--- src/rtl/score_pkg.sv ---
// Shared constants, state encoding and point helpers for the score event queue.
package score_pkg;

    localparam int DEPTH_DEFAULT = 8;

    localparam logic [7:0] PTS_ROW_TOP  = 8'd30;
    localparam logic [7:0] PTS_ROW_MID  = 8'd20;
    localparam logic [7:0] PTS_ROW_LOW  = 8'd10;
    localparam logic [7:0] PTS_UFO_BASE = 8'd50;

    // Feedback taps for x^8+x^6+x^5+x^4+1 on a left-shifting register.
    localparam logic [7:0] LFSR_TAPS = 8'b1011_1000;

    typedef enum logic {
        IDLE = 1'b0,
        RUN  = 1'b1
    } gameState_t;

    function automatic logic [7:0] alienPoints(input logic [2:0] row);
        if (row[2])
            return PTS_ROW_LOW;
        else if (row[1])
            return PTS_ROW_MID;
        else
            return PTS_ROW_TOP;
    endfunction

    function automatic logic [7:0] lfsrNext(input logic [7:0] lfsr);
        return {lfsr[6:0], ^(lfsr & LFSR_TAPS)};
    endfunction

    function automatic logic [7:0] ufoPoints(input logic [7:0] lfsr);
        logic [7:0] mult;
        mult = {6'd0, lfsr[1:0]} + 8'd1;
        return mult * PTS_UFO_BASE;
    endfunction

endpackage

--- src/rtl/score_fifo.sv ---
// Circular buffer of pending score entries; clear wins over push and pop.
module score_fifo
    import score_pkg::*;
#(
    parameter int DEPTH = DEPTH_DEFAULT,
    parameter int WIDTH = 8,
    parameter int CW    = $clog2(DEPTH) + 1
) (
    input  logic             clk,
    input  logic             resetN,
    input  logic             clear,
    input  logic             push,
    input  logic             pop,
    input  logic [WIDTH-1:0] din,
    output logic [WIDTH-1:0] dout,
    output logic [CW-1:0]    count,
    output logic             full,
    output logic             empty
);

    localparam int AW = $clog2(DEPTH);

    logic [WIDTH-1:0] mem [DEPTH];
    logic [AW-1:0]    rdPtr;
    logic [AW-1:0]    wrPtr;
    logic             doPush;
    logic             doPop;

    assign empty = (count == '0);
    assign full  = (count == CW'(DEPTH));
    assign dout  = mem[rdPtr];

    // A full queue still accepts a push when the head leaves in the same cycle.
    assign doPop  = pop && !empty && !clear;
    assign doPush = push && (!full || doPop) && !clear;

    always_ff @(posedge clk or negedge resetN) begin
        if (!resetN) begin
            rdPtr <= '0;
            wrPtr <= '0;
            count <= '0;
        end else if (clear) begin
            rdPtr <= '0;
            wrPtr <= '0;
            count <= '0;
        end else begin
            if (doPop)
                rdPtr <= rdPtr + 1'b1;
            if (doPush)
                wrPtr <= wrPtr + 1'b1;
            case ({doPush, doPop})
                2'b10:   count <= count + 1'b1;
                2'b01:   count <= count - 1'b1;
                default: count <= count;
            endcase
        end
    end

    always_ff @(posedge clk) begin
        if (doPush)
            mem[wrPtr] <= din;
    end

endmodule

--- src/rtl/score_event_queue.sv ---
// Collects alien/UFO hit points and releases one queued entry per frame.
// state | meaning
// IDLE  | no game in progress; hits ignored, queue keeps draining
// RUN   | game in progress; hits are pushed as score entries
module score_event_queue
    import score_pkg::*;
#(
    parameter int         DEPTH     = DEPTH_DEFAULT,
    parameter logic [7:0] LFSR_SEED = 8'hA5
) (
    input  logic       clk,
    input  logic       resetN,
    input  logic       startOfFrame,
    input  logic       startGame,
    input  logic       gameOver,
    input  logic       alienHit,
    input  logic [2:0] alienRow,
    input  logic       ufoHit,
    output logic [7:0] scoreUpdate,
    output logic [3:0] pending,
    output logic       overflow
);

    localparam int CW = $clog2(DEPTH) + 1;

    gameState_t    state;
    gameState_t    stateNext;
    logic          hitsEnabled;
    logic [7:0]    lfsr;
    logic [7:0]    hitPoints;
    logic          push;
    logic          pop;
    logic [7:0]    headValue;
    logic [CW-1:0] fifoCount;
    logic          fifoFull;
    logic          fifoEmpty;

    always_ff @(posedge clk or negedge resetN) begin
        if (!resetN)
            state <= IDLE;
        else
            state <= stateNext;
    end

    always_comb begin
        stateNext = state;
        if (startGame)
            stateNext = RUN;
        else if (gameOver)
            stateNext = IDLE;
    end

    always_comb begin
        hitsEnabled = 1'b0;
        if (state == RUN)
            hitsEnabled = 1'b1;
    end

    always_ff @(posedge clk or negedge resetN) begin
        if (!resetN)
            lfsr <= LFSR_SEED;
        else
            lfsr <= lfsrNext(lfsr);
    end

    always_comb begin
        hitPoints = 8'd0;
        if (alienHit)
            hitPoints = hitPoints + alienPoints(alienRow);
        if (ufoHit)
            hitPoints = hitPoints + ufoPoints(lfsr);
    end

    // The startGame cycle belongs to the new game: nothing enters or leaves.
    assign push = hitsEnabled && (alienHit || ufoHit) && !startGame;
    assign pop  = startOfFrame && !startGame;

    score_fifo #(
        .DEPTH (DEPTH),
        .WIDTH (8),
        .CW    (CW)
    ) u_fifo (
        .clk    (clk),
        .resetN (resetN),
        .clear  (startGame),
        .push   (push),
        .pop    (pop),
        .din    (hitPoints),
        .dout   (headValue),
        .count  (fifoCount),
        .full   (fifoFull),
        .empty  (fifoEmpty)
    );

    assign pending = 4'(fifoCount);

    always_ff @(posedge clk or negedge resetN) begin
        if (!resetN) begin
            scoreUpdate <= 8'd0;
            overflow    <= 1'b0;
        end else if (startGame) begin
            scoreUpdate <= 8'd0;
            overflow    <= 1'b0;
        end else begin
            if (pop)
                scoreUpdate <= fifoEmpty ? 8'd0 : headValue;
            if (push && fifoFull && !pop)
                overflow <= 1'b1;
        end
    end

endmodule

--- config.mk ---
export PLATFORM = sky130hd
export DESIGN_NAME = score_event_queue
export DESIGN_NICKNAME = d
export VERILOG_FILES = /design/src/rtl/score_pkg.sv /design/src/rtl/score_fifo.sv /design/src/rtl/score_event_queue.sv
export SDC_FILE = /design/constraint.sdc
export NUM_CORES = 1
export LEC_CHECK = 0
export ABC_AREA = 1
export BUFFER_PORTS_ARGS = -buffer_cell sky130_fd_sc_hd__buf_2
export CAP_MARGIN = 25
export CORE_MARGIN = 10
export CORE_UTILIZATION = 40
export CTS_CLUSTER_DIAMETER = 150
export DETAILED_ROUTE_END_ITERATION = 8
export GPL_ROUTABILITY_DRIVEN = 0
export SYNTH_ARGS = -nofsm -noshare
export SYNTH_HDL_FRONTEND = slang
export SYNTH_SLANG_ARGS = --single-unit
--- constraint.sdc ---
create_clock -name clk -period 5.42 [get_ports clk]
set_clock_uncertainty 0.15 [all_clocks]
set_input_delay 0.813 -clock clk [delete_from_list [all_inputs] [get_ports clk]]
set_output_delay 0.813 -clock clk [all_outputs]
set_load 0.02 [all_outputs]
Word-level counts from Yosys, hierarchy flattened --
Memories as Yosys holds them, arrays and structs flattened. Index checks and enable logic that the tools add are counted.
Cells by class: add/sub/neg operators 6, $mul 1, equal/unequal tests 3, mux-type cells 20, reductions and logical operators 23
Operator list (count):
- 2-to-1 mux 8 bit | 6
- 2-to-1 mux 3 bit | 4
- nonzero test 2 bit | 5
- logical AND 1 bit | 9
- adder 8 bit | 1
- 2-to-1 mux 4 bit | 2
- case mux 4 bit (2 select lines) | 1
- parity 8 bit | 1
- multiplier 3 x 5 -> 7 bit (second input constant) | 1
- 2-to-1 mux 1 bit | 7
- adder 3 x 1 -> 3 bit (second input constant) | 2
- adder 4 x 1 -> 4 bit (second input constant) | 1
- == test 4 bit (second input constant) | 1
- logical NOT 1 bit | 4
- logical NOT 4 bit | 1
- subtractor 4 x 1 -> 4 bit (second input constant) | 1
- adder 2 x 1 -> 3 bit (second input constant) | 1
- nonzero test 3 bit | 1
- == test 2 x 1 -> 1 bit (second input constant) | 1
- == test 2 bit (second input constant) | 1
- logical OR 1 bit | 2
Word-level totals: flip-flop bits (word level) 28, bits in writable memories 64, bits of input ports 10, output and inout bits 13, word-level logic and storage cells 61, memories 1
Memories:
- u_fifo.mem | words 8, bits a word 8, rd ports 1, clocked after memory_dff 0, write ports 1, RTL line score_fifo.sv:23 | logic [WIDTH-1:0] mem [DEPTH];

Depth between registers and ports, before layout --
word-level depth 10, depth in mapped cells 14, gate-level depth less buffers 14

Cells and area by module --
Synthesis repeated with hierarchy kept, for this count alone.
Second synthesis, totals: cells, all modules 372, area, all modules 4154.0 µm²
By module, submodules not included:
- score_fifo | times used 1, cells each 275, area each 3198.1 µm², sequential area each 2172.1 µm²
- score_event_queue | times used 1, cells each 97, area each 955.9 µm², sequential area each 455.4 µm²

Worst setup path before layout --
No wires, ideal clock.
path kind input port to flip-flop, from in alienRow[2], to mem u_fifo.mem[0][7] (data pin), setup time 264 ps, arrival 2231 ps, data required time 5006 ps, path slack 2774 ps, stages on the path 7, path buffers 0, cell sequence inv_1 > a21oi_1 > ha_1 > fa_1 > a31oi_1 > nor3_1 > nor3_1
Between the ends: word-level cells in the longest chain between the ends 4
Ends and longest elaborated chain:
- start: declaration | RTL line score_event_queue.sv:17 | input logic [2:0] alienRow,
- 2-to-1 mux 8 bit | RTL line score_pkg.sv:20 | if (row[2])
- 2-to-1 mux 8 bit | RTL line score_event_queue.sv:68 | if (alienHit)
- adder 8 bit | RTL line score_event_queue.sv:71 | hitPoints = hitPoints + ufoPoints(lfsr);
- 2-to-1 mux 8 bit | RTL line score_event_queue.sv:70 | if (ufoHit)
- net hitPoints[7] | RTL line score_event_queue.sv:30 | logic [7:0] hitPoints;
- end: declaration | RTL line score_fifo.sv:23
The timed path passes the listed nets, and every way through them passes these cells.

Final worst setup path --
from reg lfsr[0], to mem u_fifo.mem[2][7] (data pin)
Between the ends: word-level cells in the longest chain between the ends 4
Ends and longest elaborated chain:
- start: declaration | RTL line score_event_queue.sv:29 | logic [7:0] lfsr;
- start signal: assignment | RTL line score_event_queue.sv:63 | lfsr <= lfsrNext(lfsr);
- adder 2 x 1 -> 3 bit | RTL line score_pkg.sv:34 | mult = {6'd0, lfsr[1:0]} + 8'd1;
- multiplier 3 x 5 -> 7 bit | RTL line score_pkg.sv:35 | return mult * PTS_UFO_BASE;
- adder 8 bit | RTL line score_event_queue.sv:71
- 2-to-1 mux 8 bit | RTL line score_event_queue.sv:70
- net hitPoints[7] | RTL line score_event_queue.sv:30
The timed path passes the listed nets, and every way through them passes these cells.

==> results.md <==
- Root buf cell: clkbuf_8
- Worst hold start: lfsr[6]
- Hold Path Stages: 0
- Clock slew seen by the registers of the worst setup and hold paths: 0.08 ns
- Syn nets: 356
- Cts repair resizes: 0
- Synth unique cells: 38
- Slew HR: 0.4152
- Multi-input logic area: 1201 um2
- Layout cell share with drive strength beyond 1: 0.1583
- Area growth, synth to finish: 10.52%
- Number of synthesis warnings: 0
- Worst min-delay path endpoint: lfsr[7]
- Clk_lat worst skew: 0.34 ns
- Mapped Area: 3805 um2
- Synth top area cells: edfxtp_1, dfrtp_1, inv_1, o21ai_0, ha_1
- Total Routing Usage GR: 0.1037
- Final setup viols: 0
- Cts bufs inserted: 9
- DPL Wire Length: 4.798 mm
- Setup Fix Bufs, Post-CTS: 0
- # clock sinks: 83
- Worst hold path class: reg2reg
- Crit path DAT: 2.94 ns
- Die area: 13810 um2
- Worst Setup SP: lfsr[0]
- Core area: 9240 um2
- Crit path max fanout: 8
- RSZ-0062 raised after global routing: no
- Reg2reg end: u_fifo.mem[2][7]
- Max-slew violations: 0
- Number of flops mapped to enable cells by yosys: 56
- IO Pins: 23
- Hold Buf Count CTS: 0
- # DRC: 0
- Clock Tree Buf Depth: 2
- 1st-iter DRT viols: 117
- Fin cells: 489
- Ant diodes: 0
- Share of the synthesized area in the top cell type: 0.4420
- Pwr/cell area: 382.7 nW/um2
- # port buffers: 20
- Die height: 117.5 um
- Post-Syn Instances: 333
- Grt ovf: 0
- Seq/Total Area, Yosys: 0.6208
- Worst Max-Slew Pin Slew: 0.8705 ns
- H-tree depth: 3
- Yosys reg bits: 83
- Hold Vio Cnt, Final: 0
- Final wirelength: 7.058 mm
- CTS tree: done
- Worst path max stage delay: 0.66 ns
- Chip width: 117.5 um
- CP Data Required Time: 5.30 ns
- Highest clock rate: 0.3266 GHz
- Initial antenna violation count: 0
- First-pass GRT wire length: 11.61 mm
- Crit-path slowest cell: nor3_1
- Rows: 35
- Worst setup SP type: flip-flop
- Crit. End Element: flip-flop
- Pleak: 1.702 nW
- Fin crit share: 0.5648
- Antenna Nets Post-Route: 0
- Final net count: 378
- Ys flop type: edfxtp_1
- Vias per cell: 4.865
- Fill count: 857
- Leading area contributor after synthesis: edfxtp_1
- Syn avg cell area: 11.43 um2
- R2R Path Start: lfsr[0]
- Via count: 2379
- WL/cell: 14.43 um
- Ys async rst share: 0.3253
- Number of global-route vias before repair: 2264
- Pin count of the biggest net entering global routing: 46
- Drt first pass iters: 4
- Dpl cells: 473
- Initial Util: 0.4118
- Crit path kind: reg2reg
- Status: complete, no violations
- Fin crit period: 3.061 ns
- Setup TNS: 0 ns
- Max VDD drop: 0.1466 mV
- Worst-path cell chain: inv_1 -> ha_1 -> fa_1 -> a31oi_1 -> nor3_1 -> nor3_1
- Reg area: 2362 um2
- Reg2Reg Depth: 6
- R2R setup slack: 2.36 ns
- Hold_ws: 0.2084 ns
- Crit-path most repeated cell: nor3_1
- Max-Cap Viols: 0
-- cell usage after synthesis, drive strengths merged (2+ instances only) --
| cell type | count |
|---|---|
| edfxtp | 56 |
| inv | 48 |
| nand2 | 44 |
| o21ai | 36 |
| a21oi | 23 |
| dfrtp | 23 |
| nor2 | 20 |
| mux2i | 14 |
| o211ai | 14 |
| ha | 12 |
| nand3 | 9 |
| buf | 5 |
| clkbuf | 5 |
| dfstp | 4 |
| xnor2 | 4 |
| nor3 | 3 |
| o21a | 2 |
| xor2 | 2 |
-- worst max-delay path by stage --
stage / end / slack [ns] / cells after the start
6_report: u_fifo.mem[2][7] / 2.36 / 6
5_1_grt: u_fifo.mem[3][7] / 2.11 / 6
4_1_cts: u_fifo.mem[3][7] / 2.32 / 6
3_5_place_dp: u_fifo.mem[5][7] / 2.22 / 8
3_3_place_gp: u_fifo.mem[5][7] / 2.33 / 8
2_1_floorplan: u_fifo.mem[0][7] / 2.77 / 7
-- kinds of logic (layout without fill, tap and decap cells) --
group	after synthesis	count (layout)	share of synthesized area
xor+xnor	6	6	0.01381
simple gates	79	79	0.09701
other cells	1	1	0.0009856
flops	83	83	0.6208
mux	14	14	0.03683
compound gates	78	78	0.1223
fa+ha+maj	13	13	0.04472
buf+inv	59	86	0.06347
-- routing by layer --
layer	vias to the layer above	GRT usage	part of all wire
met5	-	0	0
met4	0	0.04173	0.0077
met3	5	0.02302	0.042
met2	60	0.1608	0.47
met1	1133	0.1369	0.48
li1	1181	-	-
-- where the power goes --
part           switching (mW)  internal, mW  leakage [nW]  total [mW]
combinational           0.276         0.143         0.742       0.419
sequential             0.0483         0.730         0.862       0.779
clock                   0.213         0.198        0.0987       0.411
-- worst max-delay path, delay by kind of cell, from the launching register on --
family / cells / cell delay (ns)
adder cells (fa/ha/maj): 2 / 0.86
AND/OR/NAND/NOR: 2 / 0.74
flip-flops: 1 / 0.59
AO/OA/AOI/OAI: 1 / 0.29
buffers and inverters: 1 / 0.11
-- cells in the final DEF, fill, tap and decap left out, types with 2 or more instances in the layout --
cell type | Yosys | routed
clkinv_4 | 1 | 2
ha_1 | 12 | 12
edfxtp_1 | 56 | 56
o21a_1 | 2 | 2
mux2i_1 | 14 | 14
o21ai_0 | 34 | 34
nand2_2 | 2 | 2
dfstp_2 | 4 | 4
xor2_1 | 2 | 2
o211ai_1 | 14 | 14
clkinv_2 | 0 | 3
nor3_1 | 3 | 3
buf_2 | 3 | 20
clkbuf_8 | 0 | 9
a21oi_4 | 2 | 2
inv_1 | 46 | 46
inv_2 | 2 | 2
nor2_1 | 16 | 16
a21oi_1 | 20 | 20
xnor2_1 | 4 | 4
nor2_2 | 4 | 4
nand2_1 | 39 | 39
nand2_4 | 3 | 3
dfrtp_1 | 23 | 23
nand3_1 | 8 | 8
-- flip-flops by register name, summed over array words and instances, names as in the netlist --
signal / cells
scoreUpdate: 7
u_fifo.wrPtr: 3
overflow: 1
u_fifo.count: 4
u_fifo.mem: 56
state: 1
lfsr: 8
u_fifo.rdPtr: 3
-- area by class of cell --
cell class                      instances  area share
Timing Repair Buffer                   21     0.02559
Tap cell                              129     0.03838
Clock inverter                          4    0.005653
Sequential cell                        83      0.5617
Multi-Input combinational cell        191      0.2856
Inverter                               49     0.04493
Clock buffer                           12     0.03808
-- through the flow --
step / setup slack, ns / instance area [um2] / total power, mW / util
floorplan: 2.774 / 3805 / 1.103 / -
finish: 2.359 / 4205 / 1.609 / 0.4551
detailed placement: 2.216 / 4021 / 1.215 / 0.4352
global placement: 2.329 / 4021 / 1.209 / 0.4352
CTS: 2.325 / 4205 / 1.625 / 0.4551
global route: 2.108 / 4205 / 1.713 / 0.4551
Note: power is estimated with default switching activity, not from simulation.
